$ cat src/rtl/bit_serializer_piso.sv
`default_nettype none
// ============================================================================
//  Module   : bit_serializer_piso
//  Brief    : Parallel-in / serial-out stage feeding the serial pattern
//             detectors. Accepts WIDTH-bit words over valid/ready and emits
//             one bit per consumed cycle. A one-word holding register lets
//             back-to-back words stream with no bubble bits between them.
//  Revision : 1.0 - initial release
// ============================================================================
module bit_serializer_piso #(
    parameter int WIDTH     = 8,     // word width in bits, must be >= 2
    parameter bit MSB_FIRST = 1'b1   // 1: bit WIDTH-1 leaves first, 0: bit 0 first
) (
    input  logic             clk,
    input  logic             rst,
    input  logic [WIDTH-1:0] din,
    input  logic             din_valid,
    output logic             din_ready,
    input  logic             bit_en,
    output logic             bit_out,
    output logic             bit_valid,
    output logic             word_done,
    output logic             busy
);

    // ------------------------------------------------------------------------
    // Constants
    // ------------------------------------------------------------------------
    localparam int c_cnt_w = $clog2(WIDTH);

    // Index of the final bit of a word; consuming it ends the word.
    localparam logic [c_cnt_w-1:0] c_last_cnt = c_cnt_w'(WIDTH - 1);
    localparam logic [c_cnt_w-1:0] c_cnt_one  = c_cnt_w'(1);

    // FSM encoding: IDLE means the shifter is empty, SHIFT means it holds a word.
    localparam logic [0:0] c_st_idle  = 1'b0;
    localparam logic [0:0] c_st_shift = 1'b1;

    // ------------------------------------------------------------------------
    // State
    // ------------------------------------------------------------------------
    logic [0:0]         r_state;
    logic [WIDTH-1:0]   r_shift;      // word currently being serialised
    logic [WIDTH-1:0]   r_hold;       // next word, parked while the shifter is busy
    logic               r_hold_full;
    logic [c_cnt_w-1:0] r_bit_cnt;    // index of the bit now presented on bit_out

    // ------------------------------------------------------------------------
    // Combinational decode
    // ------------------------------------------------------------------------
    logic             w_xfer;         // a word is accepted this cycle
    logic             w_shifting;     // shifter holds a word
    logic             w_consume;      // downstream takes the current bit
    logic             w_last;         // the bit taken is the last of the word
    logic             w_head;         // bit presented on the serial output
    logic [WIDTH-1:0] w_shift_next;   // shifter after one bit has been taken

    // Ready depends only on the holding register, never on this cycle's
    // consume, so there is no combinational path from bit_en to din_ready.
    assign din_ready  = ~r_hold_full;
    assign w_xfer     = din_valid & din_ready;
    assign w_shifting = (r_state == c_st_shift);
    assign w_consume  = w_shifting & bit_en;
    assign w_last     = w_consume & (r_bit_cnt == c_last_cnt);

    // Bit order is fixed at elaboration: only the tap point and shift
    // direction differ between the two orders.
    generate
        if (MSB_FIRST) begin : g_msb_first
            assign w_head       = r_shift[WIDTH-1];
            assign w_shift_next = {r_shift[WIDTH-2:0], 1'b0};
        end else begin : g_lsb_first
            assign w_head       = r_shift[0];
            assign w_shift_next = {1'b0, r_shift[WIDTH-1:1]};
        end
    endgenerate

    // ------------------------------------------------------------------------
    // Outputs
    // ------------------------------------------------------------------------
    assign bit_valid = w_shifting;
    assign bit_out   = w_shifting & w_head;   // forced low while nothing is valid
    assign word_done = w_last;
    assign busy      = w_shifting | r_hold_full;

    // ------------------------------------------------------------------------
    // Sequential logic
    // ------------------------------------------------------------------------

    // FSM, shifter and bit counter: load a word, step it out, chain the next one.
    always_ff @(posedge clk or posedge rst) begin
        if (rst) begin
            r_state   <= c_st_idle;
            r_shift   <= '0;
            r_bit_cnt <= '0;
        end else begin
            case (r_state)
                c_st_idle: begin
                    // Shifter empty: an accepted word goes straight into it so
                    // its first bit is valid on the very next cycle.
                    if (w_xfer) begin
                        r_shift   <= din;
                        r_bit_cnt <= '0;
                        r_state   <= c_st_shift;
                    end
                end
                c_st_shift: begin
                    if (w_last) begin
                        // Chain the following word with no bubble. A parked
                        // word has priority; din_ready is low in that case,
                        // so the two sources can never both be present.
                        r_bit_cnt <= '0;
                        if (r_hold_full) begin
                            r_shift <= r_hold;
                        end else if (w_xfer) begin
                            r_shift <= din;
                        end else begin
                            r_shift <= '0;
                            r_state <= c_st_idle;
                        end
                    end else if (w_consume) begin
                        r_shift   <= w_shift_next;
                        r_bit_cnt <= r_bit_cnt + c_cnt_one;
                    end
                end
                default: begin
                    r_state   <= c_st_idle;
                    r_shift   <= '0;
                    r_bit_cnt <= '0;
                end
            endcase
        end
    end

    // Holding register: captures a word that arrives while the shifter is
    // still busy with a word that is not ending this cycle.
    always_ff @(posedge clk or posedge rst) begin
        if (rst) begin
            r_hold      <= '0;
            r_hold_full <= 1'b0;
        end else if (w_last && r_hold_full) begin
            r_hold_full <= 1'b0;
        end else if (w_xfer && w_shifting && !w_last) begin
            r_hold      <= din;
            r_hold_full <= 1'b1;
        end
    end

endmodule
`default_nettype wire

$ cat config.mk
export PLATFORM = sky130hd
export DESIGN_NAME = bit_serializer_piso
export DESIGN_NICKNAME = d
export VERILOG_FILES = /design/src/rtl/bit_serializer_piso.sv
export SDC_FILE = /design/constraint.sdc
export NUM_CORES = 1
export LEC_CHECK = 0
export ABC_CLOCK_PERIOD_IN_PS = 2110
export BUFFER_PORTS_ARGS = -buffer_cell sky130_fd_sc_hd__buf_2
export CELL_PAD_IN_SITES_DETAIL_PLACEMENT = 1
export CELL_PAD_IN_SITES_GLOBAL_PLACEMENT = 2
export CORE_ASPECT_RATIO = 0.75
export CORE_MARGIN = 2
export CORE_UTILIZATION = 37
export CTS_BUF_LIST = sky130_fd_sc_hd__clkbuf_4
export CTS_CLUSTER_SIZE = 10
export DETAILED_ROUTE_END_ITERATION = 10
export PLACE_DENSITY_LB_ADDON = 0.1
export SLEW_MARGIN = 20
export SYNTH_ARGS = -nofsm -noshare
export SYNTH_HDL_FRONTEND = slang
export SYNTH_SLANG_ARGS = --single-unit
$ cat constraint.sdc
create_clock -name clk -period 2.11 [get_ports clk]
set_input_delay 0.5275 -clock clk [delete_from_list [all_inputs] [get_ports clk]]
set_output_delay 0.5275 -clock clk [all_outputs]
set_load 0.005 [all_outputs]
=== Yosys cells after proc, flatten, opt, wreduce, memory -nomap -nowiden ===
Index checks and enable logic that the tools add are counted.

* Equal/unequal tests: 3
* Reductions and logical operators: 7
* Add/sub/neg operators: 1
* Bitwise logic cells: 8
* Muxes and demuxes: 16

{| class="wikitable"
|+ Operators by type and width
! cell !! number
|-
| 8-bit two-way mux || 5
|-
| 8-bit case mux with 2 select lines || 1
|-
| 3-bit two-way mux || 3
|-
| 3-bit case mux with 2 select lines || 1
|-
| 1-bit two-way mux || 5
|-
| 1-bit bitwise AND || 4
|-
| 2-bit AND reduction || 2
|-
| 3-bit by 1-bit adder with 3-bit output (second input constant) || 1
|-
| 3-bit == test (second input constant) || 1
|-
| 1-bit logical AND || 3
|-
| 3-bit by 1-bit inequality test with 1-bit output (second input constant) || 1
|-
| 1-bit NOT || 3
|-
| 2-bit inequality test (second input constant) || 1
|-
| 1-bit case mux with 2 select lines || 1
|-
| 2-bit nonzero test || 1
|-
| 1-bit zero test || 1
|-
| 1-bit OR || 1
|}

* Register bits: 21
* Output and inout bits: 5

=== Depth between registers and ports, before layout ===
* Depth after elaboration: 6
* Depth in mapped cells: 6
* Gate-level depth less buffers: 6

=== Least setup slack after synthesis ===
No wires, ideal clock.

* Path type: reg-to-output
* From: register r_bit_cnt[0]
* To: output port word_done
* Path slack: 0.477 ns
* Required time: 1.582 ns
* Cell stages (with the launch flop): 5
* Arrival time: 1.105 ns
* Cell sequence: dfrtp_1 -> ha_1 -> ha_1 -> nand3_1 -> inv_1

* Cells in the longest elaborated chain, start to end: 2

{| class="wikitable"
|+ Ends and longest elaborated chain
! element !! line !! source
|-
| start: declaration || 46 || <nowiki>logic [c_cnt_w-1:0] r_bit_cnt;</nowiki>
|-
| start signal: assignment || 123 || <nowiki>r_bit_cnt <= r_bit_cnt + c_cnt_one;</nowiki>
|-
| 3-bit == test || 64 || <nowiki>assign w_last = w_consume & (r_bit_cnt == c_last_cnt);</nowiki>
|-
| 1-bit bitwise AND || 64 ||
|-
| end: declaration || 22 || <nowiki>output logic word_done,</nowiki>
|}

Every way passes these cells.

=== Worst setup path after layout ===
Ends and elaborated chain as after synthesis.

==> summary.txt <==
Floorplan
  – Std-Cell Rows: 17
  – Initial Util: 0.392
  – Core Area: 2960 um2
  – Ports: 17
  – Die span in x: 68.6 um
  – Die Y: 52.5 um
  – Die area: 3600 um2

Yosys
  – FF+latch count, synth: 21
  – Syn_area_per_cell: 10.4 um2
  – Mapped Cells: 111
  – Post-synthesis sequential area ratio: 0.454
  – Synth warn: 0
  – Synth unique cells: 34
  – Top post-synthesis cells by area: dfrtp_1 (45%), mux2_2 (7.8%), a32o_1 (5.2%), a221o_1 (4.3%), nor2_1 (4.2%)
  – Synthesized Nets: 125
  – Post-synthesis mux area share: 0.0778
  – Synth Area in Adders: 0.0216
  – Largest family of logic cells by synthesized area: compound AO/OA/AOI/OAI gates
  – Largest area contributor in the netlist: dfrtp_1
  – XOR/XNOR share of the synthesized area: 0
  – Yosys top cell area share: 0.454
  – Area of the mapped netlist: 1160 um2
  – Synth Area in Compound Gates: 0.241
  – Simple-gate share of the synthesized area: 0.147

Place
  – Dpl hpwl: 2050 um
  – Placed insts: 162
  – Dpl cell area: 1270 um2
  – IO buf count: 16
  – Pre-CTS setup slack: -0.0743 ns
  – RD Place Congestion: 0.696

Final layout
  – Commonest non-fill, non-tap cell in the layout: dfrtp_1
  – Storage element area: 526 um2
  – Layout cells sized above 1: 0.318
  – Area taken by multi-input logic gates: 572 um2
  – # nets final: 144
  – Antenna Cells: 0
  – Final Cell Area: 1320 um2
  – Post-route insts no fill: 167
  – Layout area overhead: 13.8%
  – Most frequent cells in the layout: dfrtp_1 (21), buf_2 (16), nor2_1 (13)
  – Fill cells: 352

Clocking
  – CTS tree: yes
  – Root Driver: clkbuf_4
  – Largest buffer count on any clock path: 2
  – Post-CTS Hold Buffers: 0
  – H-tree depth reported by CTS: 1
  – CTS Buf Count: 3
  – Clk pin slew, worst setup/hold paths: 0.13 ns
  – Clk_lat worst skew: 0.31 ns
  – Clock Sinks: 21

Power
  – Sw Share: 0.361
  – Comb pwr share: 0.447
  – P_sw: 625 uW
  – Reg power frac: 0.427
  – Pwr Density: 1310 nW/um2
  – Clk pwr share: 0.125
  – Worst vdd ir: 0.573 mV
  – Leak: 0.586 nW
  – Int Power: 1.11 mW

Detailed routing
  – Post-route ant nets: 0
  – DR pass1 iterations: 4
  – Vias per std cell: 5.71
  – Drt initial violations: 39
  – # DRC: 0
  – Vias: 954
  – WL final: 2880 um
  – Wire per inst: 17.2 um

Timing
  – Final period utilization: 0.941
  – Final Hold Vio Count: 0
  – Setup slack after layout: 0.124 ns
  – Endpoints failing setup: 0
  – RSZ-0062 raised after global routing: no
  – Max-slew violation count: 0
  – Worst-Margin Slew: 0.572 ns
  – Min Clock Period, post-route: 1.99 ns
  – Clock Skew: 0.0108 ns
  – Slew Limit Headroom: 0.618
  – Max Clk Rate: 503 MHz

Status
  – Status: complete, no violations

Setup path
  – Cells along the critical path: ha_1, ha_2, nand3_2, inv_2, buf_2
  – Critical Path RT: 1.58 ns
  – Worst Path Max Fanout: 5
  – CP max-delay cell: dfrtp_1
  – WS Path Type: flop to primary output
  – Startpoint Class: flop
  – Max stage delay on crit path: 0.42 ns
  – Critical Path AT: 1.46 ns
  – Crit path capture type: primary output

Global route
  – Vias in the first global route: 937
  – GRT Overall Usage: 0.188
  – Grt ovf: 0
  – Initial antenna violation count: 0
  – Global-route wire length before repair: 4790 um
  – Largest net degree at the start of global routing: 22

Hold path
  – Min-Delay Path Class: primary input to async pin

Job
  – Max Cap Viol: 0
[power groups by stage]
stage	Clock (mW)	Combinational (mW)	Sequential (mW)
floorplan	0	0.604	0.700
global placement	0	0.741	0.739
detailed placement	0	0.769	0.744
CTS	0.227	0.770	0.739
global route	0.244	0.861	0.768
finish	0.217	0.775	0.740
[per-stage QoR]
| step | TNS [ns] | hold slack (ns) | util | power, mW |
|---|---|---|---|---|
| global placement | 0 | 0.471 | 0.431 | 1.48 |
| global route | 0 | 0.250 | 0.446 | 1.87 |
| finish | 0 | 0.220 | 0.446 | 1.73 |
| detailed placement | -0.554 | 0.480 | 0.431 | 1.51 |
| CTS | 0 | 0.224 | 0.443 | 1.74 |
| floorplan | 0 | 0.456 | - | 1.30 |
[kinds of logic after synthesis]
logic type / after synthesis
compound gates: 35
simple gates: 33
flops: 21
buf+inv: 12
mux: 8
fa+ha+maj: 2
[routing by layer]
metal  share of wire  global-route usage
met4          0.0059              0.0400
met3           0.032              0.0538
met1            0.49               0.250
met2            0.47               0.301
met5               0                   0
[critical path: cells and delay by family, from the launching register on]
family / cells / cell delay, ns
simple gates: 1 / 0.13
fa+ha+maj: 2 / 0.43
flops: 1 / 0.42
buf+inv: 2 / 0.18
[path summary, 6_finish.rpt]
kind,startpoint,end,slack [ns],cells past startpoint
worst max-delay path,r_bit_cnt[0],word_done,0.12,5
worst min-delay path,rst,r_hold[6],0.22,3
worst max register to register,r_hold_full,r_hold[2],0.24,3
worst min register to register,r_shift[4],r_shift[4],0.51,1
max in group asynchronous,rst,r_hold[0],1.66,3
min in group clk,din[0],r_hold[0],0.47,2
[cell usage after synthesis]
cell	n
mux2_2	8
a32o_1	6
o31a_1	1
nand3_1	3
buf_2	1
o211ai_1	1
o21ai_0	2
and2_4	1
and4_1	1
inv_1	3
buf_6	3
or2_2	1
ha_1	2
a21oi_1	7
nor2b_1	1
dfrtp_1	21
a21o_1	1
o32ai_1	1
nand2b_1	1
clkbuf_1	4
nand2_1	5
a221oi_1	1
or3b_1	1
and3b_1	1
o31ai_2	1
o21a_1	1
a22o_1	1
o22a_1	1
and2_1	3
nand3b_1	2
o21bai_1	6
a221o_1	5
nor2_1	13
buf_1	1
[flip-flops by register name (all words and copies together) (netlist names)]
signal / cells
r_hold_full: 1
r_bit_cnt: 3
bit_valid: 1
r_hold: 8
r_shift: 8
[final cells by class]
class | count | area share
Clock buffer | 4 | 0.0228
Inverter | 3 | 0.00854
Multi-Input combinational cell | 78 | 0.434
Sequential cell | 21 | 0.398
Tap cell | 38 | 0.0361
Timing Repair Buffer | 23 | 0.101
[timing repair]
action	CTS	global route
pin swaps	0	0
gates cloned	0	0
setup endpoints to repair	1	1
setup buffers	0	1
resized for setup	1	2
Power figures use the tool's default switching activity.
